<file path="config.mk">
export PLATFORM = sky130hd
export DESIGN_NAME = ps2_note_decoder
export DESIGN_NICKNAME = d
export VERILOG_FILES = /design/src/rtl/ps2_note_pkg.sv /design/src/rtl/note_stack.sv /design/src/rtl/ps2_note_decoder.sv
export SDC_FILE = /design/constraint.sdc
export NUM_CORES = 1
export LEC_CHECK = 0
export ABC_CLOCK_PERIOD_IN_PS = 3390
export CORE_ASPECT_RATIO = 1.25
export CORE_MARGIN = 8
export CORE_UTILIZATION = 30
export DETAILED_ROUTE_END_ITERATION = 8
export HOLD_SLACK_MARGIN = 0.12
export SLEW_MARGIN = 20
export SYNTH_ARGS = -nofsm -noshare
export SYNTH_HDL_FRONTEND = slang
export SYNTH_SLANG_ARGS = --single-unit
</file>
<file path="constraint.sdc">
create_clock -name CLOCK_50 -period 3.39 [get_ports CLOCK_50]
set_clock_uncertainty 0.1 [all_clocks]
set_input_delay 1.017 -clock CLOCK_50 [delete_from_list [all_inputs] [get_ports CLOCK_50]]
set_output_delay 1.017 -clock CLOCK_50 [all_outputs]
set_load 0.02 [all_outputs]
</file>
<file path="src/rtl/ps2_note_pkg.sv">
// Shared scan-code constants, parser states and key lookup for the PS/2 note decoder.
package ps2_note_pkg;

    localparam logic [7:0] ScBreak   = 8'hF0;
    localparam logic [7:0] ScExt     = 8'hE0;
    localparam logic [7:0] ScOctDown = 8'h1A;
    localparam logic [7:0] ScOctUp   = 8'h22;
    localparam logic [7:0] ScSpace   = 8'h29;

    localparam logic [7:0] ScN0  = 8'h1C;
    localparam logic [7:0] ScN1  = 8'h1D;
    localparam logic [7:0] ScN2  = 8'h1B;
    localparam logic [7:0] ScN3  = 8'h24;
    localparam logic [7:0] ScN4  = 8'h23;
    localparam logic [7:0] ScN5  = 8'h2B;
    localparam logic [7:0] ScN6  = 8'h2C;
    localparam logic [7:0] ScN7  = 8'h34;
    localparam logic [7:0] ScN8  = 8'h35;
    localparam logic [7:0] ScN9  = 8'h33;
    localparam logic [7:0] ScN10 = 8'h3C;
    localparam logic [7:0] ScN11 = 8'h3B;
    localparam logic [7:0] ScN12 = 8'h42;

    typedef enum logic [1:0] {
        StIdle,
        StBreak,
        StExt,
        StExtBreak
    } state_e;

    typedef struct packed {
        logic       hit;
        logic [3:0] note;
    } key_t;

    function automatic key_t key_lookup(input logic [7:0] code);
        key_t k;
        k.hit  = 1'b1;
        k.note = 4'd0;
        case (code)
            ScN0:    k.note = 4'd0;
            ScN1:    k.note = 4'd1;
            ScN2:    k.note = 4'd2;
            ScN3:    k.note = 4'd3;
            ScN4:    k.note = 4'd4;
            ScN5:    k.note = 4'd5;
            ScN6:    k.note = 4'd6;
            ScN7:    k.note = 4'd7;
            ScN8:    k.note = 4'd8;
            ScN9:    k.note = 4'd9;
            ScN10:   k.note = 4'd10;
            ScN11:   k.note = 4'd11;
            ScN12:   k.note = 4'd12;
            default: k.hit  = 1'b0;
        endcase
        return k;
    endfunction

endpackage

</file>
<file path="src/rtl/note_stack.sv">
// Last-note-priority held-key stack: entry 0 is the oldest, the top is entry count-1.
// Exposes next-state top/empty so the caller can register outputs with one cycle of latency.
module note_stack #(
    parameter int unsigned DEPTH = 4
) (
    input  logic       clk,
    input  logic       rst_n,
    input  logic       push,
    input  logic       remove,
    input  logic [3:0] key,
    output logic [3:0] top_next,
    output logic       empty_next
);

    localparam int unsigned CW = $clog2(DEPTH + 1);

    logic [3:0]    entry_q [DEPTH];
    logic [3:0]    entry_d [DEPTH];
    logic [CW-1:0] count_q, count_d;
    logic          found;
    logic [CW-1:0] found_idx;

    always_comb begin
        found     = 1'b0;
        found_idx = '0;
        for (int i = 0; i < DEPTH; i++) begin
            if (!found && (CW'(i) < count_q) && (entry_q[i] == key)) begin
                found     = 1'b1;
                found_idx = CW'(i);
            end
        end
    end

    always_comb begin
        entry_d = entry_q;
        count_d = count_q;
        if (push && !found) begin
            if (count_q == CW'(DEPTH)) begin
                // Full: slide everything down, discarding the oldest key.
                for (int i = 0; i < DEPTH - 1; i++) begin
                    entry_d[i] = entry_q[i+1];
                end
                entry_d[DEPTH-1] = key;
            end else begin
                for (int i = 0; i < DEPTH; i++) begin
                    if (CW'(i) == count_q) begin
                        entry_d[i] = key;
                    end
                end
                count_d = count_q + 1'b1;
            end
        end else if (remove && found) begin
            for (int i = 0; i < DEPTH - 1; i++) begin
                if (CW'(i) >= found_idx) begin
                    entry_d[i] = entry_q[i+1];
                end
            end
            count_d = count_q - 1'b1;
        end
    end

    always_comb begin
        top_next = '0;
        for (int i = 0; i < DEPTH; i++) begin
            if (CW'(i + 1) == count_d) begin
                top_next = entry_d[i];
            end
        end
    end

    assign empty_next = (count_d == '0);

    always_ff @(posedge clk or negedge rst_n) begin
        if (!rst_n) begin
            count_q <= '0;
            for (int i = 0; i < DEPTH; i++) begin
                entry_q[i] <= '0;
            end
        end else begin
            count_q <= count_d;
            entry_q <= entry_d;
        end
    end

endmodule

</file>
<file path="src/rtl/ps2_note_decoder.sv">
// PS/2 set-2 scan-code parser driving note/octave/gate to the tone generator.
// Define SUSTAIN_EN to add the space-bar sustain latch.
module ps2_note_decoder
    import ps2_note_pkg::*;
#(
    parameter int unsigned DEPTH          = 4,
    parameter int unsigned OCT_INIT       = 3,
    parameter int unsigned TIMEOUT_CYCLES = 50000
) (
    input  logic       CLOCK_50,
    input  logic       resetn,
    input  logic [7:0] ps2_data,
    input  logic       ps2_valid,
    output logic [3:0] note,
    output logic [2:0] octave,
    output logic       gate,
    output logic       note_event
);

    localparam int unsigned TW = $clog2(TIMEOUT_CYCLES + 1);
    localparam logic [TW-1:0] TimerLast = TW'(TIMEOUT_CYCLES - 1);

    state_e        state_q, state_d;
    logic [TW-1:0] timer_q, timer_d;
    logic [2:0]    octave_q, octave_d;
    logic [3:0]    note_q, note_d;
    logic          gate_q, gate_d;
    logic          event_q, event_d;
    logic          push, remove;
    logic [3:0]    top_next;
    logic          empty_next;
    key_t          code_key;

`ifdef SUSTAIN_EN
    logic sustain_q, sustain_d;
    logic latched_q, latched_d;
`endif

    assign code_key = key_lookup(ps2_data);

    always_comb begin
        state_d  = state_q;
        timer_d  = timer_q;
        octave_d = octave_q;
        push     = 1'b0;
        remove   = 1'b0;
`ifdef SUSTAIN_EN
        sustain_d = sustain_q;
`endif
        if (ps2_valid) begin
            timer_d = '0;
            unique case (state_q)
                StIdle: begin
                    if (ps2_data == ScBreak) begin
                        state_d = StBreak;
                    end else if (ps2_data == ScExt) begin
                        state_d = StExt;
                    end else if (code_key.hit) begin
                        push = 1'b1;
                    end else if (ps2_data == ScOctDown) begin
                        if (octave_q != 3'd0) octave_d = octave_q - 3'd1;
                    end else if (ps2_data == ScOctUp) begin
                        if (octave_q != 3'd7) octave_d = octave_q + 3'd1;
                    end
`ifdef SUSTAIN_EN
                    else if (ps2_data == ScSpace) begin
                        sustain_d = 1'b1;
                    end
`endif
                end
                StBreak: begin
                    state_d = StIdle;
                    remove  = code_key.hit;
`ifdef SUSTAIN_EN
                    if (ps2_data == ScSpace) sustain_d = 1'b0;
`endif
                end
                StExt: begin
                    state_d = (ps2_data == ScBreak) ? StExtBreak : StIdle;
                end
                StExtBreak: begin
                    state_d = StIdle;
                end
                default: begin
                    state_d = StIdle;
                end
            endcase
        end else if (state_q != StIdle) begin
            // A byte on the expiry cycle takes the branch above, so it is never lost.
            if (timer_q == TimerLast) begin
                state_d = StIdle;
                timer_d = '0;
            end else begin
                timer_d = timer_q + 1'b1;
            end
        end
    end

    note_stack #(
        .DEPTH(DEPTH)
    ) u_note_stack (
        .clk       (CLOCK_50),
        .rst_n     (resetn),
        .push      (push),
        .remove    (remove),
        .key       (code_key.note),
        .top_next  (top_next),
        .empty_next(empty_next)
    );

`ifdef SUSTAIN_EN
    // latched remembers that a note sounded since sustain went down.
    assign latched_d = !empty_next || (latched_q && sustain_d);
    assign gate_d    = !empty_next || (sustain_d && latched_q);
`else
    assign gate_d = !empty_next;
`endif

    assign note_d  = empty_next ? note_q : top_next;
    assign event_d = (gate_d != gate_q) ||
                     (gate_d && ((note_d != note_q) || (octave_d != octave_q)));

    always_ff @(posedge CLOCK_50 or negedge resetn) begin
        if (!resetn) begin
            state_q  <= StIdle;
            timer_q  <= '0;
            octave_q <= 3'(OCT_INIT);
            note_q   <= '0;
            gate_q   <= 1'b0;
            event_q  <= 1'b0;
        end else begin
            state_q  <= state_d;
            timer_q  <= timer_d;
            octave_q <= octave_d;
            note_q   <= note_d;
            gate_q   <= gate_d;
            event_q  <= event_d;
        end
    end

`ifdef SUSTAIN_EN
    always_ff @(posedge CLOCK_50 or negedge resetn) begin
        if (!resetn) begin
            sustain_q <= 1'b0;
            latched_q <= 1'b0;
        end else begin
            sustain_q <= sustain_d;
            latched_q <= latched_d;
        end
    end
`endif

    assign note       = note_q;
    assign octave     = octave_q;
    assign gate       = gate_q;
    assign note_event = event_q;

endmodule
</file>
# Yosys cells after proc, flatten, opt, wreduce, memory -nomap -nowiden
# Index checks and enable logic that the tools add are counted.
# classes
magnitude_cmp,7
n_reduce_logical,27
n_eq_ne,38
mux,54
n_addsub,5
# ops
operator,count
== test 8 x 6 -> 1 bit (second input constant),10
two-way mux 16 bit,4
two-way mux 4 bit,13
one-hot mux 4 bit (12 select lines),1
two-way mux 3 bit,12
== test 8 x 5 -> 1 bit (second input constant),4
two-way mux 12 bit,2
adder 16 x 1 -> 16 bit (second input constant),1
== test 16 bit (second input constant),1
== test 4 bit,4
== test 8 bit (second input constant),2
two-way mux 2 bit,8
two-way mux 1 bit,13
OR reduction 13 bit,1
== test 2 x 3 -> 1 bit (first input constant),4
logical AND 1 bit,10
== test 8 x 7 -> 1 bit (second input constant),1
adder 3 x 1 -> 3 bit (second input constant),2
== test 1 x 3 -> 1 bit (first input constant),2
zero test 3 bit,2
< comparator 1 x 3 -> 1 bit (first input constant),2
< comparator 2 x 3 -> 1 bit (first input constant),2
one-hot mux 2 bit (3 select lines),1
nonzero test 2 bit,3
other kinds (18),26
# totals
in_bits,11
ff_bits,46
word_cells,142
output_inout_bits,9

# Longest topological paths before layout
# logic_depth
word_depth,30
ltp_mapped,16
depth_no_buf,15

# Cells and area by module
# Synthesis repeated with hierarchy kept, for this count alone.
# unflattened
hier_cells,389
hier_area_um2,3638.5
# modules_own_cells
module,instances,cells_per_inst,area_per_inst_um2,seq_area_each_um2
ps2_note_decoder,1,191,1828.0,678.2
note_stack,1,198,1810.5,475.5

# Worst setup path before layout
# Ideal clock, no wire load.
# synth_timing
path_kind,input port to flip-flop
startpoint,input ps2_data[7]
endpoint,register event_q (netlist: note_event)
t_required_ns,3.161
slack_ns,-1.542
arrival_time_ns,4.704
setup_time_ns,0.129
path_buffers,3
path_stages,15
path_cell_list,buf_2 or3b_1 buf_2 nor4_1 a311oi_4 xnor2_1 or4_4 nand4_2 nor2_2 and4_1 a311o_1 clkbuf_1 and3_1 a211o_1 a2111o_1
# synth_via
elab_chain_len,30
elab_cells_between_ends,91
classes_between,3 x order compare; 28 x eq/ne; 41 x mux; 19 x reduce/logical
# synth_lines
item,line_no,rtl
"start, declared",ps2_note_decoder.sv:12,"input logic [7:0] ps2_data,"
"== test 8 x 7 -> 1 bit, or another cell as far along",ps2_note_pkg.sv:40,case (code)
one-hot mux 4 bit (12 select lines),ps2_note_pkg.sv:40,
== test 4 bit,note_stack.sv:27,if (!found && (CW'(i) < count_q) && (entry_q[i] == key)) begin
logical AND 1 bit,note_stack.sv:27,
two-way mux 1 bit,note_stack.sv:27,
zero test 1 bit,note_stack.sv:27,
logical AND 1 bit (2 in series),note_stack.sv:27,
two-way mux 1 bit,note_stack.sv:27,
[11 not listed],-,
two-way mux 12 bit / == test 1 x 3 -> 1 bit (equally long branches),"note_stack.sv:37, note_stack.sv:65",
two-way mux 4 bit (4 in series),note_stack.sv:65,if (CW'(i + 1) == count_d) begin
two-way mux 4 bit,ps2_note_decoder.sv:119,assign note_d = empty_next ? note_q : top_next;
inequality test 4 bit,ps2_note_decoder.sv:121,(gate_d && ((note_d != note_q) || (octave_d != octave_q)));
logical OR 1 bit,ps2_note_decoder.sv:121,
logical AND 1 bit,ps2_note_decoder.sv:121,
logical OR 1 bit *,ps2_note_decoder.sv:120,assign event_d = (gate_d != gate_q) ||
via event_d,ps2_note_decoder.sv:28,"logic event_q, event_d;"
"end signal, assigned",ps2_note_decoder.sv:137,event_q <= event_d;
"end, declared",ps2_note_decoder.sv:28,
# Mark *: on every way through the listed nets, which the timed path passes. The rest lies on a longest branch.
# A chain may end at the register's enable or synchronous reset.

==> key figures <==
Setup path
  • Worst EP required: 3.48 ns
  • Worst path slowest cell: or3_4
  • Worst setup path category: input port to flip-flop
  • Setup slack, reg-to-reg: -0.52 ns
  • Worst path depth: 18
  • Critical path startpoint category: input port
  • CP peak stage delay: 0.44 ns
  • CP max FO: 7
  • R2R cell count: 15
  • FF-to-FF Start: u_note_stack.entry_q[7]
  • Critical path endpoint category: flip-flop
  • Largest delay share family, worst path: compound AO/OA/AOI/OAI gates
  • Reg2reg end: note_event
  • Worst Path Arrival: 4.81 ns
  • Worst-path cell chain: buf_6 -> or3b_4 -> or3_4 -> buf_6 -> nand3_4 -> xnor2_2 -> and4b_2 -> buf_4 -> o22a_4 -> buf_8 -> buf_4 -> o31ai_4 -> o221a_4 -> a21boi_1 -> a211oi_2 -> a21oi_2 -> o21ai_1 -> a2111o_1
  • CP Buf/Inv Count: 5

Outcome
  • Failing checks: negative setup slack
  • Status: finished, violations left

Worst hold path
  • Worst min-delay path category: flip-flop to flip-flop
  • Hold worst-path end: timer_q[3]
  • Worst Hold Path Cells: 1
  • Min-delay src: timer_q[3]

Detailed routing
  • First-iteration detailed-routing DRC count: 270
  • Via density: between 5 and 6
  • Routed WL: 16.0 mm
  • Routed len/inst: between 20 and 25 um
  • Drt first pass iters: 5
  • Routed Antenna Nets: 0
  • Vias: between 4000 and 5000
  • DR DRC count: 0

Place
  • Port bufs: 19
  • GP Congestion: 0.981
  • Detail Placement HPWL: slightly below 10 mm
  • Placed instance count: between 700 and 800

Synth
  • Main synth FF type: dfrtp_1
  • YS warnings: 0
  • Synthesized cell area: 0.00374 mm2
  • Top-area cell type share of the netlist area: slightly below 30%
  • Syn nets: 455
  • Synth async-reset ratio: 100%
  • Syn_area_per_cell: approximately 8.6 um2
  • Post-synth top area cell: dfrtp_1
  • Yosys reg bits: 46
  • Register area share after synthesis: a little over 30%
  • Synth unique cells: 84
  • Post-Syn Instances: 435
  • Area contributors post-synth: dfrtp_1 29%, nor2_1 3.9%, xor2_1 3.0%
  • EDFF count, synth: 0

Layout
  • FF/Latch Area: 0.00115 mm2
  • Filler cell count: 1033
  • Final Core Density: 53.8%
  • Layout cell share with drive strength beyond 1: 52.2%
  • NumNets Final: 646
  • Area of the multi-input gates: 0.00317 mm2
  • # diodes: 0
  • Fin cells: 791
  • Layout area overhead: 75.1%

Timing
  • Worst setup margin: -1.33 ns
  • Final setup TNS: -14.76 ns
  • Worst slew margin: 27.1%
  • Crit path time final: 4.72 ns
  • Fmax: 212 MHz
  • Slew at the pin closest to its max-slew limit: 1.09 ns
  • Final critical-path share of the clock period: 139%
  • RSZ-0062 raised after global routing: true
  • # setup viols final: 25
  • Fin. Hold Viols: 0
  • Final Max Slew Viols: 0

Global route
  • Pin count of the biggest net entering global routing: 26
  • Vias in the first global route: 4534
  • Initial antenna violation count: 0
  • Total congestion overflow: 0
  • First-pass GRT wire length: 22.7 mm
  • GRT Util Overall: 17.5%

Floorplan
  • Die area: 0.0163 mm2
  • # rows: 45
  • Die Y: about 140 um
  • Die width: 116 um
  • # IOs: 20
  • Core ar.: 0.0122 mm2
  • Initial Util: 30.8%

Power and ir drop
  • Leak Pwr: 2.85 nW
  • Worst VDD drop: 596 uV
  • Pwr per Cell Area: between 700 and 800 mW/mm2
  • Post-layout total power: 4.84 mW

CTS
  • Root buf cell: clkbuf_16
  • CTS clock-pin slew for the worst setup and hold paths: 0.07 ns
  • TritonCTS clock tree: built
  • CTS max path bufs: 2
  • Total clock buffers created by CTS: 5
  • Clk sink count: 46
  • Later-pin clock latency in the skew report: 0.30 ns
  • CTS Hold Bufs: 0
  • # H-tree levels: 2

Job
  • Maxcap violations: 0
==> repair_timing <==
action | in CTS | in global routing
pin swaps | 46 | 53
endpoints found under the setup margin | 28 | 25
buffers inserted | 30 | 38
gates resized for setup | 127 | 79
==> sequential cells by signal, summed over array words and instances (netlist names) <==
signal                count
u_note_stack.count_q      3
state_q                   2
timer_q                  16
u_note_stack.entry_q     16
octave                    3
note_event                1
gate                      1
note                      4
==> logic make-up (layout without fill, tap and decap cells) <==
group / Yosys count / after routing / share of synthesized area, %
multiplexers: 4 / 4 / 1.24
adder cells (fa/ha/maj): 9 / 9 / 3.01
XOR/XNOR: 23 / 23 / 5.38
AND/OR/NAND/NOR: 184 / 184 / 28.4
flip-flops: 46 / 46 / 30.8
AO/OA/AOI/OAI: 125 / 125 / 25.7
buffers and inverters: 44 / 236 / 5.45
==> where the power goes <==
group / internal, mW / switching [mW]
sequential: 0.699 / 0.203
clock: 0.297 / 0.246
combinational: 1.72 / 1.67
==> stage by stage <==
| stage | cell area, um2 | hold slack (ns) | setup slack [ns] |
|---|---|---|---|
| after floorplan | 3940 | 0.357 | -1.27 |
| after global placement | 5070 | 0.380 | -1.98 |
| after detailed placement | 5070 | 0.400 | -2.04 |
| after CTS | 5900 | 0.410 | -1.23 |
| after global routing | 6550 | 0.419 | -1.45 |
| final | 6550 | 0.415 | -1.33 |
==> layout by cell type, fill, tap and decap left out, types with 4 or more instances in the layout <==
cell	netlist	layout
o22ai_1	5	4
or3_1	8	5
buf_2	4	5
xnor2_1	10	7
ha_1	9	9
o221a_4	1	6
a21oi_2	3	8
a22o_1	4	4
buf_6	4	48
inv_1	21	19
clkbuf_16	0	5
nand3_1	22	19
xor2_1	13	13
nor2_1	39	36
or3_4	1	4
a211o_1	5	5
a21oi_4	0	5
a31oi_2	0	4
nor3_4	0	6
clkdlybuf4s50_1	0	10
a21oi_1	20	10
o21ai_0	17	14
and3_1	9	9
nand2_1	25	22
dfrtp_1	44	44
nor2b_1	8	7
buf_4	1	140
nor3_1	17	11
nand4_1	4	4
==> synth_stat cells (6+ instances only) <==
master    count
a211oi_1      6
a21oi_1      20
a31oi_1       6
and3_1        9
clkbuf_1     13
dfrtp_1      44
ha_1          9
inv_1        21
nand2_1      25
nand3_1      22
nor2_1       39
nor2b_1       8
nor3_1       17
nor4_1        8
o21ai_0      17
o31ai_1       7
or3_1         8
xnor2_1      10
xor2_1       13
==> cell type report <==
| type | count | share of cell area (%) |
|---|---|---|
| clock inverters | 2 | 0.248 |
| repair buffers | 207 | 27.2 |
| multi-input cells | 345 | 48.4 |
| clock buffers | 6 | 2.12 |
| inverters | 21 | 1.32 |
| well taps | 164 | 3.13 |
| flip-flops and latches | 46 | 17.6 |
==> layer usage <==
metal	up-vias	global-route usage, %	part of all wire [%]
met2	219	29.6	50
li1	2026	-	-
met1	2228	19.4	37
met4	0	11.6	7.1
met3	109	3.03	5.9
met5	-	0	0
==> how the worst max path moves through the flow <==
stage | startpoint | endpoint | slack, ns
2_1_floorplan | ps2_data[0] | note_event | -1.27
3_3_place_gp | ps2_data[7] | note_event | -1.98
3_5_place_dp | ps2_data[7] | note_event | -2.04
4_1_cts | ps2_data[6] | note_event | -1.23
5_1_grt | ps2_data[1] | note_event | -1.45
6_report | ps2_data[6] | note_event | -1.33
No activity file was read; power rests on OpenSTA's default activity.
